--- src/rtl/id_ex_stage_if.sv ---
// ID/EX stage bus: decoded instruction, operand sources and hazard inputs from ID,
// registered EX-side outputs and the combinational IF/ID stall back to the front end.
interface id_ex_stage_if #(
  parameter int unsigned CNT_W = 32
);
  logic             id_valid;
  logic [5:0]       id_opcode;
  logic [4:0]       id_rs;
  logic [4:0]       id_rt;
  logic [4:0]       id_dest;
  logic [31:0]      id_imm;
  logic [31:0]      id_pc;
  logic [31:0]      rf_rs_val;
  logic [31:0]      rf_rt_val;
  logic [31:0]      fwd_rs_data;
  logic [31:0]      fwd_rt_data;
  logic             fwd_rs_depends;
  logic             fwd_rt_depends;
  logic             fwd_rs_stall;
  logic             fwd_rt_stall;
  logic             ex_hold;
  logic             flush;
  logic             perf_clr;
  logic             id_stall;
  logic             ex_valid;
  logic [5:0]       ex_opcode;
  logic [4:0]       ex_dest;
  logic [31:0]      ex_a;
  logic [31:0]      ex_b;
  logic [31:0]      ex_imm;
  logic [31:0]      ex_pc;
  logic [1:0]       stage_state;
  logic [CNT_W-1:0] stall_cycles;

  modport master (
    output id_valid, id_opcode, id_rs, id_rt, id_dest, id_imm, id_pc,
           rf_rs_val, rf_rt_val, fwd_rs_data, fwd_rt_data,
           fwd_rs_depends, fwd_rt_depends, fwd_rs_stall, fwd_rt_stall,
           ex_hold, flush, perf_clr,
    input  id_stall, ex_valid, ex_opcode, ex_dest, ex_a, ex_b, ex_imm, ex_pc,
           stage_state, stall_cycles
  );

  modport slave (
    input  id_valid, id_opcode, id_rs, id_rt, id_dest, id_imm, id_pc,
           rf_rs_val, rf_rt_val, fwd_rs_data, fwd_rt_data,
           fwd_rs_depends, fwd_rt_depends, fwd_rs_stall, fwd_rt_stall,
           ex_hold, flush, perf_clr,
    output id_stall, ex_valid, ex_opcode, ex_dest, ex_a, ex_b, ex_imm, ex_pc,
           stage_state, stall_cycles
  );
endinterface

--- src/rtl/id_ex_stage.sv ---
// ID/EX pipeline register with operand forwarding select, load-use bubble insertion,
// EX hold and branch flush. Define STALL_COUNTER_EN to build the load-use stall counter.
module id_ex_stage #(
  parameter logic [5:0]  NOP_OPCODE = 6'd0,
  parameter int unsigned CNT_W      = 32
) (
  input logic           clk,
  input logic           rst_n,
  id_ex_stage_if.slave  bus
);
   typedef enum logic [1:0] {RUN = 2'd0, BUBBLE = 2'd1, HOLD = 2'd2} stage_t;

   stage_t      state_q, state_d;
   logic        valid_q, valid_d;
   logic [5:0]  op_q, op_d;
   logic [4:0]  dest_q, dest_d;
   logic [31:0] a_q, a_d;
   logic [31:0] b_q, b_d;
   logic [31:0] imm_q, imm_d;
   logic [31:0] pc_q, pc_d;
   logic        hazard;
   logic        id_stall_c;

   always_ff @(posedge clk or negedge rst_n) begin
      if (!rst_n) begin
         state_q <= RUN;
         valid_q <= 1'b0;
         op_q    <= NOP_OPCODE;
         dest_q  <= '0;
         a_q     <= '0;
         b_q     <= '0;
         imm_q   <= '0;
         pc_q    <= '0;
      end else begin
         state_q <= state_d;
         valid_q <= valid_d;
         op_q    <= op_d;
         dest_q  <= dest_d;
         a_q     <= a_d;
         b_q     <= b_d;
         imm_q   <= imm_d;
         pc_q    <= pc_d;
      end
   end

   always_comb begin
      hazard     = bus.id_valid & (bus.fwd_rs_stall | bus.fwd_rt_stall);
      state_d    = RUN;
      id_stall_c = 1'b0;
      valid_d    = valid_q;
      op_d       = op_q;
      dest_d     = dest_q;
      a_d        = a_q;
      b_d        = b_q;
      imm_d      = imm_q;
      pc_d       = pc_q;
      if (bus.ex_hold) begin
         state_d    = HOLD;
         id_stall_c = ~bus.flush;
      end else if (bus.flush | hazard) begin
         // Flush and load-use share the bubble load; only a genuine hazard stalls IF/ID.
         valid_d = 1'b0;
         op_d    = NOP_OPCODE;
         dest_d  = '0;
         a_d     = '0;
         b_d     = '0;
         imm_d   = '0;
         pc_d    = bus.id_pc;
         if (!bus.flush) begin
            state_d    = BUBBLE;
            id_stall_c = 1'b1;
         end
      end else begin
         valid_d = bus.id_valid;
         op_d    = bus.id_opcode;
         dest_d  = bus.id_valid ? bus.id_dest : '0;
         a_d     = bus.fwd_rs_depends ? bus.fwd_rs_data : bus.rf_rs_val;
         b_d     = bus.fwd_rt_depends ? bus.fwd_rt_data : bus.rf_rt_val;
         imm_d   = bus.id_imm;
         pc_d    = bus.id_pc;
      end
   end

   assign bus.id_stall    = id_stall_c;
   assign bus.ex_valid    = valid_q;
   assign bus.ex_opcode   = op_q;
   assign bus.ex_dest     = dest_q;
   assign bus.ex_a        = a_q;
   assign bus.ex_b        = b_q;
   assign bus.ex_imm      = imm_q;
   assign bus.ex_pc       = pc_q;
   assign bus.stage_state = state_q;

`ifdef STALL_COUNTER_EN
   logic [CNT_W-1:0] stall_cnt_q;
   logic             stall_inc;

   assign stall_inc = ~bus.ex_hold & ~bus.flush & hazard;

   always_ff @(posedge clk or negedge rst_n) begin
      if (!rst_n)
         stall_cnt_q <= '0;
      else if (bus.perf_clr)
         stall_cnt_q <= '0;
      else if (stall_inc && (stall_cnt_q != '1))
         stall_cnt_q <= stall_cnt_q + CNT_W'(1);
   end

   assign bus.stall_cycles = stall_cnt_q;
`else
   assign bus.stall_cycles = '0;
`endif
endmodule
--- src/flat_wrapper.sv ---
// flat-port wrapper written by rule: the top's interface ports become plain ports
module id_ex_stage_flat 
#(
  parameter logic [5:0]  NOP_OPCODE = 6'd0,
  parameter int unsigned CNT_W      = 32
)
  (clk, rst_n, bus_id_valid, bus_id_opcode, bus_id_rs, bus_id_rt, bus_id_dest, bus_id_imm, bus_id_pc, bus_rf_rs_val, bus_rf_rt_val, bus_fwd_rs_data, bus_fwd_rt_data, bus_fwd_rs_depends, bus_fwd_rt_depends, bus_fwd_rs_stall, bus_fwd_rt_stall, bus_ex_hold, bus_flush, bus_perf_clr, bus_id_stall, bus_ex_valid, bus_ex_opcode, bus_ex_dest, bus_ex_a, bus_ex_b, bus_ex_imm, bus_ex_pc, bus_stage_state, bus_stall_cycles);
  id_ex_stage_if #(.CNT_W(CNT_W)) bus_i ();
  input logic clk;
  input logic rst_n;
  input wire logic [$bits(bus_i.id_valid)-1:0] bus_id_valid;
  input wire logic [$bits(bus_i.id_opcode)-1:0] bus_id_opcode;
  input wire logic [$bits(bus_i.id_rs)-1:0] bus_id_rs;
  input wire logic [$bits(bus_i.id_rt)-1:0] bus_id_rt;
  input wire logic [$bits(bus_i.id_dest)-1:0] bus_id_dest;
  input wire logic [$bits(bus_i.id_imm)-1:0] bus_id_imm;
  input wire logic [$bits(bus_i.id_pc)-1:0] bus_id_pc;
  input wire logic [$bits(bus_i.rf_rs_val)-1:0] bus_rf_rs_val;
  input wire logic [$bits(bus_i.rf_rt_val)-1:0] bus_rf_rt_val;
  input wire logic [$bits(bus_i.fwd_rs_data)-1:0] bus_fwd_rs_data;
  input wire logic [$bits(bus_i.fwd_rt_data)-1:0] bus_fwd_rt_data;
  input wire logic [$bits(bus_i.fwd_rs_depends)-1:0] bus_fwd_rs_depends;
  input wire logic [$bits(bus_i.fwd_rt_depends)-1:0] bus_fwd_rt_depends;
  input wire logic [$bits(bus_i.fwd_rs_stall)-1:0] bus_fwd_rs_stall;
  input wire logic [$bits(bus_i.fwd_rt_stall)-1:0] bus_fwd_rt_stall;
  input wire logic [$bits(bus_i.ex_hold)-1:0] bus_ex_hold;
  input wire logic [$bits(bus_i.flush)-1:0] bus_flush;
  input wire logic [$bits(bus_i.perf_clr)-1:0] bus_perf_clr;
  output wire logic [$bits(bus_i.id_stall)-1:0] bus_id_stall;
  output wire logic [$bits(bus_i.ex_valid)-1:0] bus_ex_valid;
  output wire logic [$bits(bus_i.ex_opcode)-1:0] bus_ex_opcode;
  output wire logic [$bits(bus_i.ex_dest)-1:0] bus_ex_dest;
  output wire logic [$bits(bus_i.ex_a)-1:0] bus_ex_a;
  output wire logic [$bits(bus_i.ex_b)-1:0] bus_ex_b;
  output wire logic [$bits(bus_i.ex_imm)-1:0] bus_ex_imm;
  output wire logic [$bits(bus_i.ex_pc)-1:0] bus_ex_pc;
  output wire logic [$bits(bus_i.stage_state)-1:0] bus_stage_state;
  output wire logic [$bits(bus_i.stall_cycles)-1:0] bus_stall_cycles;
  assign bus_i.id_valid = bus_id_valid;
  assign bus_i.id_opcode = bus_id_opcode;
  assign bus_i.id_rs = bus_id_rs;
  assign bus_i.id_rt = bus_id_rt;
  assign bus_i.id_dest = bus_id_dest;
  assign bus_i.id_imm = bus_id_imm;
  assign bus_i.id_pc = bus_id_pc;
  assign bus_i.rf_rs_val = bus_rf_rs_val;
  assign bus_i.rf_rt_val = bus_rf_rt_val;
  assign bus_i.fwd_rs_data = bus_fwd_rs_data;
  assign bus_i.fwd_rt_data = bus_fwd_rt_data;
  assign bus_i.fwd_rs_depends = bus_fwd_rs_depends;
  assign bus_i.fwd_rt_depends = bus_fwd_rt_depends;
  assign bus_i.fwd_rs_stall = bus_fwd_rs_stall;
  assign bus_i.fwd_rt_stall = bus_fwd_rt_stall;
  assign bus_i.ex_hold = bus_ex_hold;
  assign bus_i.flush = bus_flush;
  assign bus_i.perf_clr = bus_perf_clr;
  assign bus_id_stall = bus_i.id_stall;
  assign bus_ex_valid = bus_i.ex_valid;
  assign bus_ex_opcode = bus_i.ex_opcode;
  assign bus_ex_dest = bus_i.ex_dest;
  assign bus_ex_a = bus_i.ex_a;
  assign bus_ex_b = bus_i.ex_b;
  assign bus_ex_imm = bus_i.ex_imm;
  assign bus_ex_pc = bus_i.ex_pc;
  assign bus_stage_state = bus_i.stage_state;
  assign bus_stall_cycles = bus_i.stall_cycles;
  id_ex_stage #(.NOP_OPCODE(NOP_OPCODE), .CNT_W(CNT_W)) u_core (.clk(clk), .rst_n(rst_n), .bus(bus_i));
endmodule
--- config.mk ---
export PLATFORM = sky130hd
export DESIGN_NAME = id_ex_stage_flat
export DESIGN_NICKNAME = d
export VERILOG_FILES = /design/src/rtl/id_ex_stage_if.sv /design/src/rtl/id_ex_stage.sv /design/src/flat_wrapper.sv
export SDC_FILE = /design/constraint.sdc
export NUM_CORES = 1
export LEC_CHECK = 0
export CORE_MARGIN = 8
export CORE_UTILIZATION = 33
export DETAILED_ROUTE_END_ITERATION = 8
export PLACE_DENSITY = 0.73
export SLEW_MARGIN = 15
export SYNTH_ARGS = -nofsm -noshare
export SYNTH_HDL_FRONTEND = slang
export SYNTH_SLANG_ARGS = --single-unit
--- constraint.sdc ---
create_clock -name clk -period 1.1 [get_ports clk]
set_input_delay 0.22 -clock clk [delete_from_list [all_inputs] [get_ports clk]]
set_output_delay 0.22 -clock clk [all_outputs]
set_load 0.02 [all_outputs]
==> results.toml <==
[outcome]
status = "finished with violations"
violations = "setup timing"

[worst_setup_path]
required_ns = 0.88
crit_type = "flop to output pin"
cp.arrival_ns = 0.99
worst_setup_path_end_kind = "output pin"
crit_family = "flip-flops"
crit_chain = "buf_6"
path_max_fanout = 2
cp-start-kind = "flop"
cpMaxStageDelayCell = "dfrtp_1"
cp.buffers_inverters = 1
cpPeakStageDelay_ns = 0.42

[power_and_ir_drop]
pwr_density_cell_nw_per_um2 = 1370
ir_worst_vdd_mv = 0.975
p_leak_nw = 5.36

[global_route]
grt_pass1_wl_um = 34100
grt_pass1_vias = 5953
antenna_found_initial = 0
grt_max_degree = 65
overflow = 0
track_usage = 0.185

[drt]
viasPerCell = 4.79
drc = 0
wl_per_cell_um = 19.3
dr.pass1.iters = 4
ant_nets = 0
wirelength_um = 22700
num_vias = 5631
drtIter0Drc = 249

[synthesis]
yosysWarningCount = 0
synth_compound_area_frac = 0.156
synth-async-reset-ratio = 1.00
synth_top_area_share = 0.563
synth_xor_area_frac = 0
synth_top_flop_cell = "dfrtp_1"
syn-cell-area_um2 = 6310
synth_area_leaders = "dfrtp_1 56%, mux2i_1 10%, a32o_1 6.8%"
synth_simple_gate_area_frac = 0.0424
synth_cell_types = 22
synth-seq-cells = 142
synth_mux_area_frac = 0.159
synth_top_family_by_area = "multiplexers"
yosysTopAreaCell = "dfrtp_1"
syn-mean-instance-area_um2 = 12.7
yosys.area_share.adder = 0
synth_edf_count = 0
synthTopCellsByCount = "142 x dfrtp_1, 64 x mux2i_1, 64 x nand2_1"
syn-instance-count = 498
yosysSeqAreaShare = 0.563
synth_most_common_cell = "dfrtp_1"

[floorplan]
rows = 50
start_util = 0.336
die_height_um = 154
die_w_um = 154
die_area_um2 = 23800
pin_count = 398
core_area_um2 = 18800

[timing]
fin_crit_ns = 1.21
finalSetupViolCount = 142
drv_slew = 0
rsz0062_at_grt = "yes"
finClkSkew_ns = 0
layout_setup_ws_ns = -0.108
finalCritPeriodShare = 1.10
whs_ns = 0.229
fmax_ghz = 0.828
hold_viol = 0

[final_layout]
diodes = 0
area_growth_pct = 81.7
fin_nets = 1152
fin_area_um2 = 11500
drive_gt1_frac = 0.352
finalNonFillerCells = 1176

[place]
gp_congestion = 0.803
dpl_cell_area_um2 = 10200
dp_cells = 1081
hpwl_um = 17200
io_buffers = 354

[min_path]
hp-class = "input port to asynchronous set/reset pin"

[clock_tree]
clock_path_buffers = 2
cts_buffers = 17
clkSinkCount = 142
cts-htree-levels = 4
cts_tree = "built"
clock_tree.root_cell = "clkbuf_16"
clk_latency_ns = 0.41
clk_pin_slew_ns = 0.06

[run]
max-cap-violations = 0
==> sequential cells by signal (all words and copies together), names as in the netlist <==
register / count
u_core.bus.ex_valid: 1
u_core.bus.ex_opcode: 6
u_core.bus.ex_pc: 32
u_core.bus.ex_b: 32
u_core.bus.ex_a: 32
u_core.bus.stage_state: 2
u_core.bus.ex_imm: 32
u_core.bus.ex_dest: 5
==> area by class of cell <==
class,instances,area (um^2)
clock buffer,18,439
clock inverter,14,179
fill,1532,7300
inverter,1,3.75
multi-input combinational,308,2400
sequential,142,3550
tap,234,293
timing repair buffer,459,4600
==> path summary, 6_finish.rpt <==
| kind | from | endpoint | slack [ns] | cells past startpoint |
|---|---|---|---|---|
| setup / recovery | u_core.bus.ex_imm[16]$_DFFE_PN0N_ | bus_ex_imm[16] | -0.11 | 1 |
| hold / removal | rst_n | u_core.bus.ex_imm[3]$_DFFE_PN0N_ | 0.23 | 2 |
| setup reg to reg | u_core.bus.ex_imm[26]$_DFFE_PN0N_ | u_core.bus.ex_imm[26]$_DFFE_PN0N_ | 0.03 | 4 |
| hold reg to reg | u_core.bus.ex_a[13]$_DFFE_PN0N_ | u_core.bus.ex_a[13]$_DFFE_PN0N_ | 0.50 | 2 |
| max in group asynchronous | rst_n | u_core.bus.ex_a[30]$_DFFE_PN0N_ | 0.32 | 3 |
| min in group clk | bus_ex_hold | u_core.bus.ex_opcode[3]$_DFFE_PN0N_ | 0.24 | 3 |
==> cells in the final DEF, fill, tap and decap left out, types with 32 or more instances in the layout <==
cell	instances
o31ai_1	54
mux2i_1	64
conb_1	32
buf_6	144
mux2_2	32
dfrtp_1	142
nand2_1	64
a32o_1	43
clkdlybuf4s50_1	203
buf_4	96
==> timing repair <==
action | in CTS | in global routing
hold endpoints to repair | 142 | 0
hold buffers | 1 | 0
endpoints found under the setup margin | 245 | 187
buffers inserted | 32 | 31
pin swaps | 2 | 2
resized for setup | 866 | 4
==> stage by stage <==
stage          worst slack, ns   util  TNS (ns)  total power, mW
3_3_place_gp            -0.706  0.544    -75.76             9.33
3_5_place_dp            -0.699  0.544    -78.64             9.37
2_1_floorplan          -0.0208      -    -0.517             7.39
5_1_grt                 -0.147  0.611    -14.13             16.3
6_report                -0.108  0.611     -8.52             15.7
4_1_cts                 -0.148  0.599    -12.56             15.7
==> layer usage <==
layer  vias to the layer above  wire, um  share of wire  GRT usage
met5                         -         0              0          0
met4                         0       576          0.025     0.0803
met3                        31      1760          0.077     0.0546
met2                       226     11800           0.52      0.319
met1                      2742      8640           0.38      0.209
li1                       2632         -              -          -
==> kinds of logic (layout without fill, tap and decap cells) <==
family / after synthesis / after routing
flops: 142 / 142
compound gates: 111 / 111
mux: 96 / 96
buf+inv: 79 / 492
simple gates: 69 / 69
other cells: 1 / 32
==> report_power, final <==
part	total [mW]	leakage [nW]	internal, mW	switching (mW)
registers	5.91	1.85	5.62	0.290
logic	3.74	3.21	2.10	1.64
clock network	6.01	0.300	3.68	2.34
total	15.7	5.36	11.4	4.27
Power figures use the tool's default switching activity.
